--- config.mk ---
export PLATFORM = sky130hd
export DESIGN_NAME = nt_node_pipe_p
export DESIGN_NICKNAME = d
export VERILOG_FILES = /design/src/rtl/nt_node_pipe_p.sv
export SDC_FILE = /design/constraint.sdc
export NUM_CORES = 1
export LEC_CHECK = 0
export CORE_MARGIN = 2
export CORE_UTILIZATION = 35
export DETAILED_ROUTE_END_ITERATION = 6
export GPL_TIMING_DRIVEN = 0
export SLEW_MARGIN = 20
export SYNTH_ARGS = -nofsm -noshare
export SYNTH_HDL_FRONTEND = slang
export SYNTH_SLANG_ARGS = --single-unit
--- constraint.sdc ---
create_clock -name I1294 -period 2.85 [get_ports I1294]
set_input_delay 0.4275 -clock I1294 [delete_from_list [all_inputs] [get_ports I1294]]
set_output_delay 0.4275 -clock I1294 [all_outputs]
set_load 0.01 [all_outputs]
--- src/rtl/nt_node_pipe_p.sv ---
// nt_node_pipe_p: lane-vectored Nt-node capture with delay line, mode select, priming flag and saturating hit counter
module nt_node_pipe_p #(
  parameter int WIDTH = 8,
  parameter int DEPTH = 2,
  parameter int CNT_W = 8
) (
  input  logic             I1294,
  input  logic             I1301,
  input  logic             in_vld,
  input  logic [WIDTH-1:0] a,
  input  logic [WIDTH-1:0] d,
  input  logic [WIDTH-1:0] c,
  input  logic [WIDTH-1:0] e0,
  input  logic [WIDTH-1:0] e1,
  input  logic [1:0]       mode,
  output logic [WIDTH-1:0] out,
  output logic             out_vld,
  output logic             out_primed,
  output logic [CNT_W-1:0] hit_cnt,
  output logic             hit_sat
);
  localparam int FW = $clog2(DEPTH + 1);
  localparam logic [FW-1:0] FULL = FW'(DEPTH);
  logic [WIDTH-1:0] dline [DEPTH];
  logic [WIDTH-1:0] c_q, t_nand, t_and, res;
  logic [FW-1:0]    fill, fill_nxt;
  logic [CNT_W-1:0] hit_nxt;
  logic             upd;
  always_comb begin
    t_nand   = ~(~a & dline[DEPTH-1]);
    t_and    = c_q & ~(e0 | e1);
    res      = mode[1] ? (t_nand ^ t_and) : mode[0] ? (t_nand & t_and) : (t_nand | t_and);
    upd      = in_vld && mode != 2'b11;
    fill_nxt = (fill == FULL) ? fill : fill + FW'(1);
    hit_nxt  = (upd && &res && !(&hit_cnt)) ? hit_cnt + CNT_W'(1) : hit_cnt;
  end
  always_ff @(posedge I1294) begin
    if (I1301) begin
      for (int k = 0; k < DEPTH; k++) dline[k] <= '0;
      c_q        <= '0;
      fill       <= '0;
      out        <= '0;
      out_vld    <= 1'b0;
      out_primed <= 1'b0;
      hit_cnt    <= '0;
      hit_sat    <= 1'b0;
    end else begin
      out_vld <= upd;
      if (in_vld) begin
        dline[0] <= d;
        for (int k = 1; k < DEPTH; k++) dline[k] <= dline[k-1];
        c_q        <= c;
        fill       <= fill_nxt;
        out_primed <= out_primed | (fill_nxt == FULL);
        hit_cnt    <= hit_nxt;
        hit_sat    <= hit_sat | (&hit_nxt);
        if (upd) out <= res;
      end
    end
  end
endmodule
# == Word level (Yosys, flattened, before mapping) ==
# Memory sizes are Yosys's and may differ from the RTL's.
# Index checks and enable logic that the tools add are counted.
# op_classes
addsub,2
n_eq_ne,3
muxes,11
bitwise_logic,13
reduce_logical,8
# ops
op,n
8-bit two-way mux,5
8-bit bitwise AND,3
8-bit inverter,3
8-bit AND reduction,3
8-bit OR,2
8-bit by 1-bit adder with 8-bit output (second input constant),1
8-bit XOR,1
1-bit two-way mux,5
2-bit == test (second input constant),2
1-bit OR,4
1-bit logical AND,3
2-bit by 1-bit adder with 2-bit output (second input constant),1
2-bit two-way mux,1
2-bit inequality test (second input constant),1
2-bit AND reduction,1
1-bit zero test,1
# word_totals
ff_bits,29
mem_bits_rw,16
input_bits,45
output_inout_bits,19
word_cells,45
memories,1
# mem_list
memory,depth,width,rd,rd_ports_with_merged_regs,write_ports,line,rtl
dline,2,8,2,0,2,24,logic [WIDTH-1:0] dline [DEPTH];

# == Logic depth before layout (Yosys ltp) ==
# Gate-level depths: netlist (run 1).
# depth
ltp_word,12
mapped_depth,11
mapped_depth_nobuf,11

# == Worst setup path before layout (run 1) ==
# Ideal clock, no wire load.
# synth_path
path_kind,input port to flip-flop
startpoint,input a[6]
endpoint,register hit_sat
setup_time_ps,88
arrival_time_ps,2384
required_time_ps,2762
setup_slack_ps,378
path_stages,10
path_buffers,0
cell_sequence,nand2b_1 > inv_1 > ha_1 > and2b_4 > o31ai_1 > nand4b_1 > nor4b_4 > mux2i_1 > a2111o_1 > o32ai_2
# synth_between
elab_chain_cells,12
word_cells_on_any_way,14
cone_classes,mux (3); bitwise (7); reduce/logical (4)
# synth_lines
element,line,rtl
start: declaration,10,"input logic [WIDTH-1:0] a,"
8-bit inverter (*),30,t_nand = ~(~a & dline[DEPTH-1]);
8-bit bitwise AND (*),30,
8-bit inverter (*),30,
8-bit OR / 8-bit bitwise AND (equally long branches),32,res = mode[1] ? (t_nand ^ t_and) : mode[0] ? (t_nand & t_and) : (t_nand | t_and);
8-bit two-way mux,32,
8-bit two-way mux (*),32,
8-bit AND reduction (*),35,hit_nxt = (upd && &res && !(&hit_cnt)) ? hit_cnt + CNT_W'(1) : hit_cnt;
1-bit logical AND (*) (2 in a row),35,
8-bit two-way mux (*),35,
8-bit AND reduction (*),56,hit_sat <= hit_sat | (&hit_nxt);
1-bit OR (*),56,
end signal: assignment,56,
end: declaration,20,output logic hit_sat
# Every way passes the cells marked *; elsewhere a longest branch is shown, timed or not.
# A chain may end at the register's enable or synchronous reset.

# == Final worst setup path (run 1) ==
# layout_path
startpoint,input a[1]
endpoint,register hit_sat
# The elaborated chain is that of the path after synthesis.

==> results of run 1 <==
==> per-stage QoR <==
| stage | cells | total power [mW] | setup slack (ns) | cell area, um^2 |
|---|---|---|---|---|
| 2_1_floorplan | 270 | 0.8486 | 0.3781 | 2494 |
| 3_3_place_gp | 427 | 0.9554 | -0.4532 | 3224 |
| 3_5_place_dp | 427 | 0.9609 | -0.4296 | 3224 |
| 4_1_cts | 436 | 1.377 | 0.002387 | 3342 |
| 5_1_grt | 445 | 1.452 | -0.01357 | 3510 |
| 6_report | 445 | 1.376 | 0.07589 | 3510 |
==> cell usage in the layout, fill, tap and decap left out, drive strengths merged, types with 6 or more instances in the layout <==
cell	synthesis	final
mux2i	11	11
clkbuf	9	14
inv	21	21
dfxtp	29	29
nand2b	10	10
and2	19	19
nand4	6	6
buf	2	12
xor2	6	6
clkdlybuf4s50	0	56
nor2b	7	7
edfxtp	16	16
nor3	6	6
nor2	41	41
nand2	28	28
ha	18	18
==> path summary, 6_finish.rpt <==
check,start,to,slack (ns),cells past startpoint
setup / recovery,a[1],hit_sat$_SDFFE_PP0P_,0.08,12
hold / removal,out[4]$_SDFFE_PP0P_,out[4]$_SDFFE_PP0P_,0.47,2
setup reg to reg,dline[0][15]$_SDFFCE_PN0P_,hit_sat$_SDFFE_PP0P_,0.28,11
hold reg to reg,out[4]$_SDFFE_PP0P_,out[4]$_SDFFE_PP0P_,0.47,2
==> kinds of logic after synthesis <==
logic type	Yosys count	synth area share
flops	45	0.4255
compound gates	21	0.06673
buf+inv	32	0.05419
xor+xnor	7	0.02459
simple gates	136	0.2945
fa+ha+maj	18	0.09032
mux	11	0.04416
==> state kept, by name, summed over array words and instances (netlist names) <==
signal      flops
dline          16
fill            2
hit_sat         1
c_q             8
out_primed      1
hit_cnt         8
out_vld         1
out             8
==> report_power, final <==
part | total (mW) | internal (mW) | switching, mW
registers | 0.717 | 0.703 | 0.0143
clock network | 0.405 | 0.174 | 0.231
logic | 0.253 | 0.141 | 0.113
total | 1.38 | 1.02 | 0.358
==> repair_timing <==
action	4_1_cts	5_1_grt
resized for setup	3	18
setup buffers	1	9
endpoints found under the setup margin	1	2
hold buffers	0	0
pin swaps	1	18
==> worst reg2reg max path, cell delays in order (launching register included) <==
cell	delay, ns
sky130_fd_sc_hd__edfxtp_1	0.42
sky130_fd_sc_hd__nand2b_4	0.09
sky130_fd_sc_hd__inv_1	0.04
sky130_fd_sc_hd__ha_1	0.18
sky130_fd_sc_hd__and2b_1	0.17
sky130_fd_sc_hd__o31ai_4	0.25
sky130_fd_sc_hd__buf_4	0.15
sky130_fd_sc_hd__nand2_1	0.07
sky130_fd_sc_hd__nor4b_4	0.35
sky130_fd_sc_hd__mux2i_1	0.14
sky130_fd_sc_hd__a2111o_1	0.37
sky130_fd_sc_hd__o32ai_2	0.25
==> final cells by class <==
type | instances | area [um^2]
Buffer | 11 | 56.30
Clock buffer | 5 | 68.82
Clock inverter | 3 | 22.52
Fill cell | 688 | 3322
Inverter | 21 | 78.83
Multi-Input combinational cell | 193 | 1404
Sequential cell | 45 | 1061
Tap cell | 96 | 120.1
Timing Repair Buffer | 71 | 698.2
==> per-layer routing <==
| layer | routed length [um] | GRT usage | share of wire |
|---|---|---|---|
| met4 | 70 | 0.04545 | 0.013 |
| met1 | 2411 | 0.1711 | 0.45 |
| met2 | 2679 | 0.2536 | 0.50 |
| met3 | 236 | 0.03638 | 0.044 |
| met5 | 0 | 0 | 0 |
==> run metrics, run 1 <==
Synth Register Bits=45; number of buffers on the longest clock path=2; synthesis-to-layout area growth=40.74%; share of the synthesized area in the top cell type=0.2328; effective utilization at floorplan=0.3650; clock tree root buffer cell=sky130_fd_sc_hd__clkbuf_8; share of the clock period used by the worst path=0.9734; number of antenna violations at the first check in global routing=0; maximum fanout encountered on the critical timing path=2; cell type with the highest aggregate area in the netlist=sky130_fd_sc_hd__dfxtp_1; via total after detailed routing=2005; commonest register cell after synthesis=sky130_fd_sc_hd__dfxtp_1; post-synthesis cell area=2494 um^2; post-detailed-route wirelength per cell=12.13 um; largest net degree at the start of global routing=17; cell at the slowest stage of the critical path=sky130_fd_sc_hd__clkdlybuf4s50_1; global route overflow=0; Tmin final=2.774 ns; total detailed-routing wirelength=5.397 mm; kind of end point of the critical path=flop; global placement routability congestion=0.7597; via count of the first global-routing pass=1904; total die area=7815 um^2; ys async rst share=0; top-count cell post-synth=sky130_fd_sc_hd__nor2_1; Top Ports=64; crit path buf inv count=3; Crit Path Class=input pin to flop; max frequency=360.5 MHz; number of clock sinks=45; tightest hold margin=0.4720 ns; number of cell rows=30; crit-path max cell delay=0.44 ns; net count after synthesis=333; final setup violation count=0; HPWL after detailed placement=4.077 mm; leakage power of the design=1.516 nW; number of distinct library cells after synthesis=43; height of the die=88.41 um; die width=88.41 um; source-to-sink clock delay at the later pin of the worst-skew pair=0.31 ns; register clock-pin slew on the reported worst setup and hold paths=0.09 ns; cells after synthesis=270; Slew headroom=0.5194; family with the most delay on the worst path=compound AO/OA/AOI/OAI gates; routed via count divided by cell count=4.506; Yosys warnings=0; max-slew violations=0; result of the run=completed; top cells by area in the synthesized netlist=sky130_fd_sc_hd__dfxtp_1, sky130_fd_sc_hd__edfxtp_1, sky130_fd_sc_hd__ha_1; pwr/cell area=392.0 nW/um^2; reported max-cap violation count=0; fraction of final layout cells sized beyond drive strength 1=0.1175; GR Util All Layers=0.1436; maximum VDD drop=0.1712 mV; H-tree levels=2; synthesized area per cell=9.236 um^2; clock buffer count from CTS=5; Iter 0 DRT Violations=48; number of failing hold endpoints at the final stage=0; global-route wire length before repair=8.569 mm; critical path cell sequence=clkdlybuf4s50_1, nand2b_1, inv_1, ha_2, and2b_1, o31ai_4, buf_4, nand4b_1, nor4b_4, mux2i_1, a2111o_1, o32ai_2; total inserted antenna cells=0; fraction of the yosys area taken by sequential cells=0.4255; CTS tree=yes; number of iterations in the first detailed-routing pass=4; Setup Skew=0.007814 ns; count of buffers from port buffering=61; setup total negative slack=0 ns; most frequent cells after synthesis=sky130_fd_sc_hd__nor2_1, sky130_fd_sc_hd__dfxtp_1, sky130_fd_sc_hd__nand2_1; min-delay worst type=flop to flop; data required time of the worst path=3.07 ns; startpoint class of the critical path=input pin; DRC Markers=0; EDFF count, synth=16; slew of the pin with the lowest slew margin=0.7194 ns; final core utilization=0.5137; core area=6832 um^2; ANT nets after route=0; net total in the final layout=411; data arrival time of the worst path=3.00 ns
Note: power is estimated with default switching activity, not from simulation.
==> inputs of run 2 (changes only) <==
--- a/config.mk
+++ b/config.mk
@@ -9,6 +9,7 @@
 export CORE_UTILIZATION = 35
 export DETAILED_ROUTE_END_ITERATION = 6
 export GPL_TIMING_DRIVEN = 0
+export MAX_ROUTING_LAYER = met4
 export SLEW_MARGIN = 20
 export SYNTH_ARGS = -nofsm -noshare
 export SYNTH_HDL_FRONTEND = slang
==> run metrics, run 2 (synthesis gave the netlist of run 1 again) <==
most frequent cells in the layout=sky130_fd_sc_hd__clkdlybuf4s50_1, sky130_fd_sc_hd__nor2_1, sky130_fd_sc_hd__dfxtp_1, sky130_fd_sc_hd__nand2_1, sky130_fd_sc_hd__inv_1 (unchanged); share of the clock period used by the worst path=0.9735 (was 0.9734); effective utilization at floorplan=0.3650 (unchanged); max-slew violations=0 (unchanged); number of failing hold endpoints at the final stage=0 (unchanged); net total in the final layout=411 (unchanged); pre-CTS setup slack=-0.4296 ns (unchanged); global route overflow=0 (unchanged); largest net degree at the start of global routing=17 (unchanged); die width=88.41 um (unchanged); GR Util All Layers=0.1485 (was 0.1436); setup total negative slack=0 ns (unchanged); post-detailed-route wirelength per cell=12.16 um (was 12.13 um); reg-to-reg setup timing slack=0.28 ns (about the same); reg-to-reg endpoint=hit_sat$_SDFFE_PP0P_ (unchanged); result of the run=completed (unchanged); register clock-pin slew on the reported worst setup and hold paths=0.09 ns (about the same); fraction of final layout cells sized beyond drive strength 1=0.1175 (unchanged); total inserted antenna cells=0 (unchanged); worst r2r src=dline[0][15]$_SDFFCE_PN0P_ (unchanged); Tmin final=2.774 ns (about the same); worst hold stages=2 (unchanged); core area=6832 um^2 (unchanged); DRC Markers=0 (unchanged); maximum VDD drop=0.1711 mV (was 0.1712 mV); clock tree root buffer cell=sky130_fd_sc_hd__clkbuf_8 (unchanged); Crit Path Class=input pin to flop (unchanged); maximum fanout encountered on the critical timing path=2 (unchanged); leading cell type in the layout, fill and taps excluded=sky130_fd_sc_hd__clkdlybuf4s50_1 (unchanged); number of cell rows=30 (unchanged); endpoint with the worst hold slack=out[4]$_SDFFE_PP0P_ (unchanged); min-delay worst type=flop to flop (unchanged); data required time of the worst path=3.07 ns (about the same); routed via count divided by cell count=4.510 (was 4.506); Setup Skew=0.007312 ns (was 0.007814 ns); global-route wire length before repair=8.576 mm (was 8.569 mm); clock buffer count from CTS=5 (unchanged); height of the die=88.41 um (unchanged); Hold Path Origin=out[4]$_SDFFE_PP0P_ (unchanged); fill cell total of the finished layout=688 (unchanged); H-tree levels=2 (unchanged); least setup slack across all paths after layout=0.07557 ns (was 0.07589 ns); largest register by flop count=dline (unchanged); total die area=7815 um^2 (unchanged); total detailed-routing wirelength=5.409 mm (was 5.397 mm); startpoint class of the critical path=input pin (unchanged); kind of end point of the critical path=flop (unchanged); number of clock sinks=45 (unchanged); max frequency=360.4 MHz (was 360.5 MHz); global placement routability congestion=0.7697 (was 0.7597); area after detailed placement=3224 um^2 (unchanged); via total after detailed routing=2007 (was 2005); data arrival time of the worst path=3.00 ns (about the same); Iter 0 DRT Violations=45 (was 48); Slew headroom=0.5154 (was 0.5194); synthesis-to-layout area growth=40.74% (unchanged); final core utilization=0.5137 (unchanged); CTS tree=yes (unchanged); tightest hold margin=0.4720 ns (about the same); pwr/cell area=391.8 nW/um^2 (was 392.0 nW/um^2); R2R cell count=11 (unchanged); reported max-cap violation count=0 (unchanged); count of buffers from port buffering=61 (unchanged); source-to-sink clock delay at the later pin of the worst-skew pair=0.31 ns (about the same); number of antenna violations at the first check in global routing=0 (unchanged); slew of the pin with the lowest slew margin=0.7255 ns (was 0.7194 ns); max reg flops=16 (unchanged); Top Ports=64 (unchanged); HPWL after detailed placement=4.077 mm (unchanged); ANT nets after route=0 (unchanged); Hold Buf Count CTS=0 (unchanged); via count of the first global-routing pass=1903 (was 1904); number of buffers on the longest clock path=2 (unchanged); Non-Filler Cell Area, Final=3510 um^2 (unchanged); leakage power of the design=1.516 nW (unchanged); number of iterations in the first detailed-routing pass=4 (unchanged); final setup violation count=0 (unchanged)
[run 2: cell counts in the layout (fill, tap and decap cells not counted)]
Identical to the previous run, type by type.
[run 2: timing repair]
item / CTS / global route
pin swaps: 1 / 18
resized for setup: 3 / 18
buffers inserted: 1 / 9
endpoints found under the setup margin: 1 / 2
hold endpoints to repair: 0 / 0
gates cloned: 0 / 0
[run 2: power by group]
group / internal (mW) / switching (mW) / leakage, nW
Combinational: 0.141 / 0.113 / 1.06
Sequential: 0.703 / 0.0143 / 0.412
Clock: 0.174 / 0.230 / 0.0481
[run 2: area by class of cell]
class / count / area (um^2) / area share
clock inverters: 3 / 22.52 / 0.006417
inverters: 21 / 78.83 / 0.02246
plain buffers: 11 / 56.30 / 0.01604
clock buffers: 5 / 68.82 / 0.01961
repair buffers: 71 / 698.2 / 0.1989
multi-input cells: 193 / 1404 / 0.4000
flip-flops and latches: 45 / 1061 / 0.3023
well taps: 96 / 120.1 / 0.03422
[run 2: worst max path at each step]
stage | from | end | slack (ns) | cells past startpoint
after floorplan | a[6] | hit_sat$_SDFFE_PP0P_ | 0.38 | 10
after global placement | a[1] | hit_sat$_SDFFE_PP0P_ | -0.45 | 11
after detailed placement | e1[1] | hit_sat$_SDFFE_PP0P_ | -0.43 | 11
after CTS | e0[0] | hit_sat$_SDFFE_PP0P_ | 0.002 | 12
after global routing | a[2] | hit_sat$_SDFFE_PP0P_ | -0.01 | 11
final | a[1] | hit_sat$_SDFFE_PP0P_ | 0.08 | 12
[run 2: critical path, cell delays in order]
cell and delay (ns):
sky130_fd_sc_hd__clkdlybuf4s50_1 0.44, sky130_fd_sc_hd__nand2b_1 0.12, sky130_fd_sc_hd__inv_1 0.05, sky130_fd_sc_hd__ha_2 0.15
sky130_fd_sc_hd__and2b_1 0.18, sky130_fd_sc_hd__o31ai_4 0.26, sky130_fd_sc_hd__buf_4 0.16, sky130_fd_sc_hd__nand4b_1 0.15
sky130_fd_sc_hd__nor4b_4 0.31, sky130_fd_sc_hd__mux2i_1 0.14, sky130_fd_sc_hd__a2111o_1 0.37, sky130_fd_sc_hd__o32ai_2 0.25
[run 2: stage by stage]
stage	power, mW	std cells
global route	1.452	445
detailed placement	0.9609	427
CTS	1.377	436
finish	1.375	445
global placement	0.9554	427
floorplan	0.8486	270
[run 2: layer usage]
| metal | vias up | wire [um] | GRT usage |
|---|---|---|---|
| met5 | - | 0 | - |
| met4 | 0 | 70 | 0.04545 |
| met3 | 8 | 231 | 0.03545 |
| met2 | 41 | 2691 | 0.2529 |
| met1 | 905 | 2416 | 0.1734 |
| li1 | 1053 | - | - |
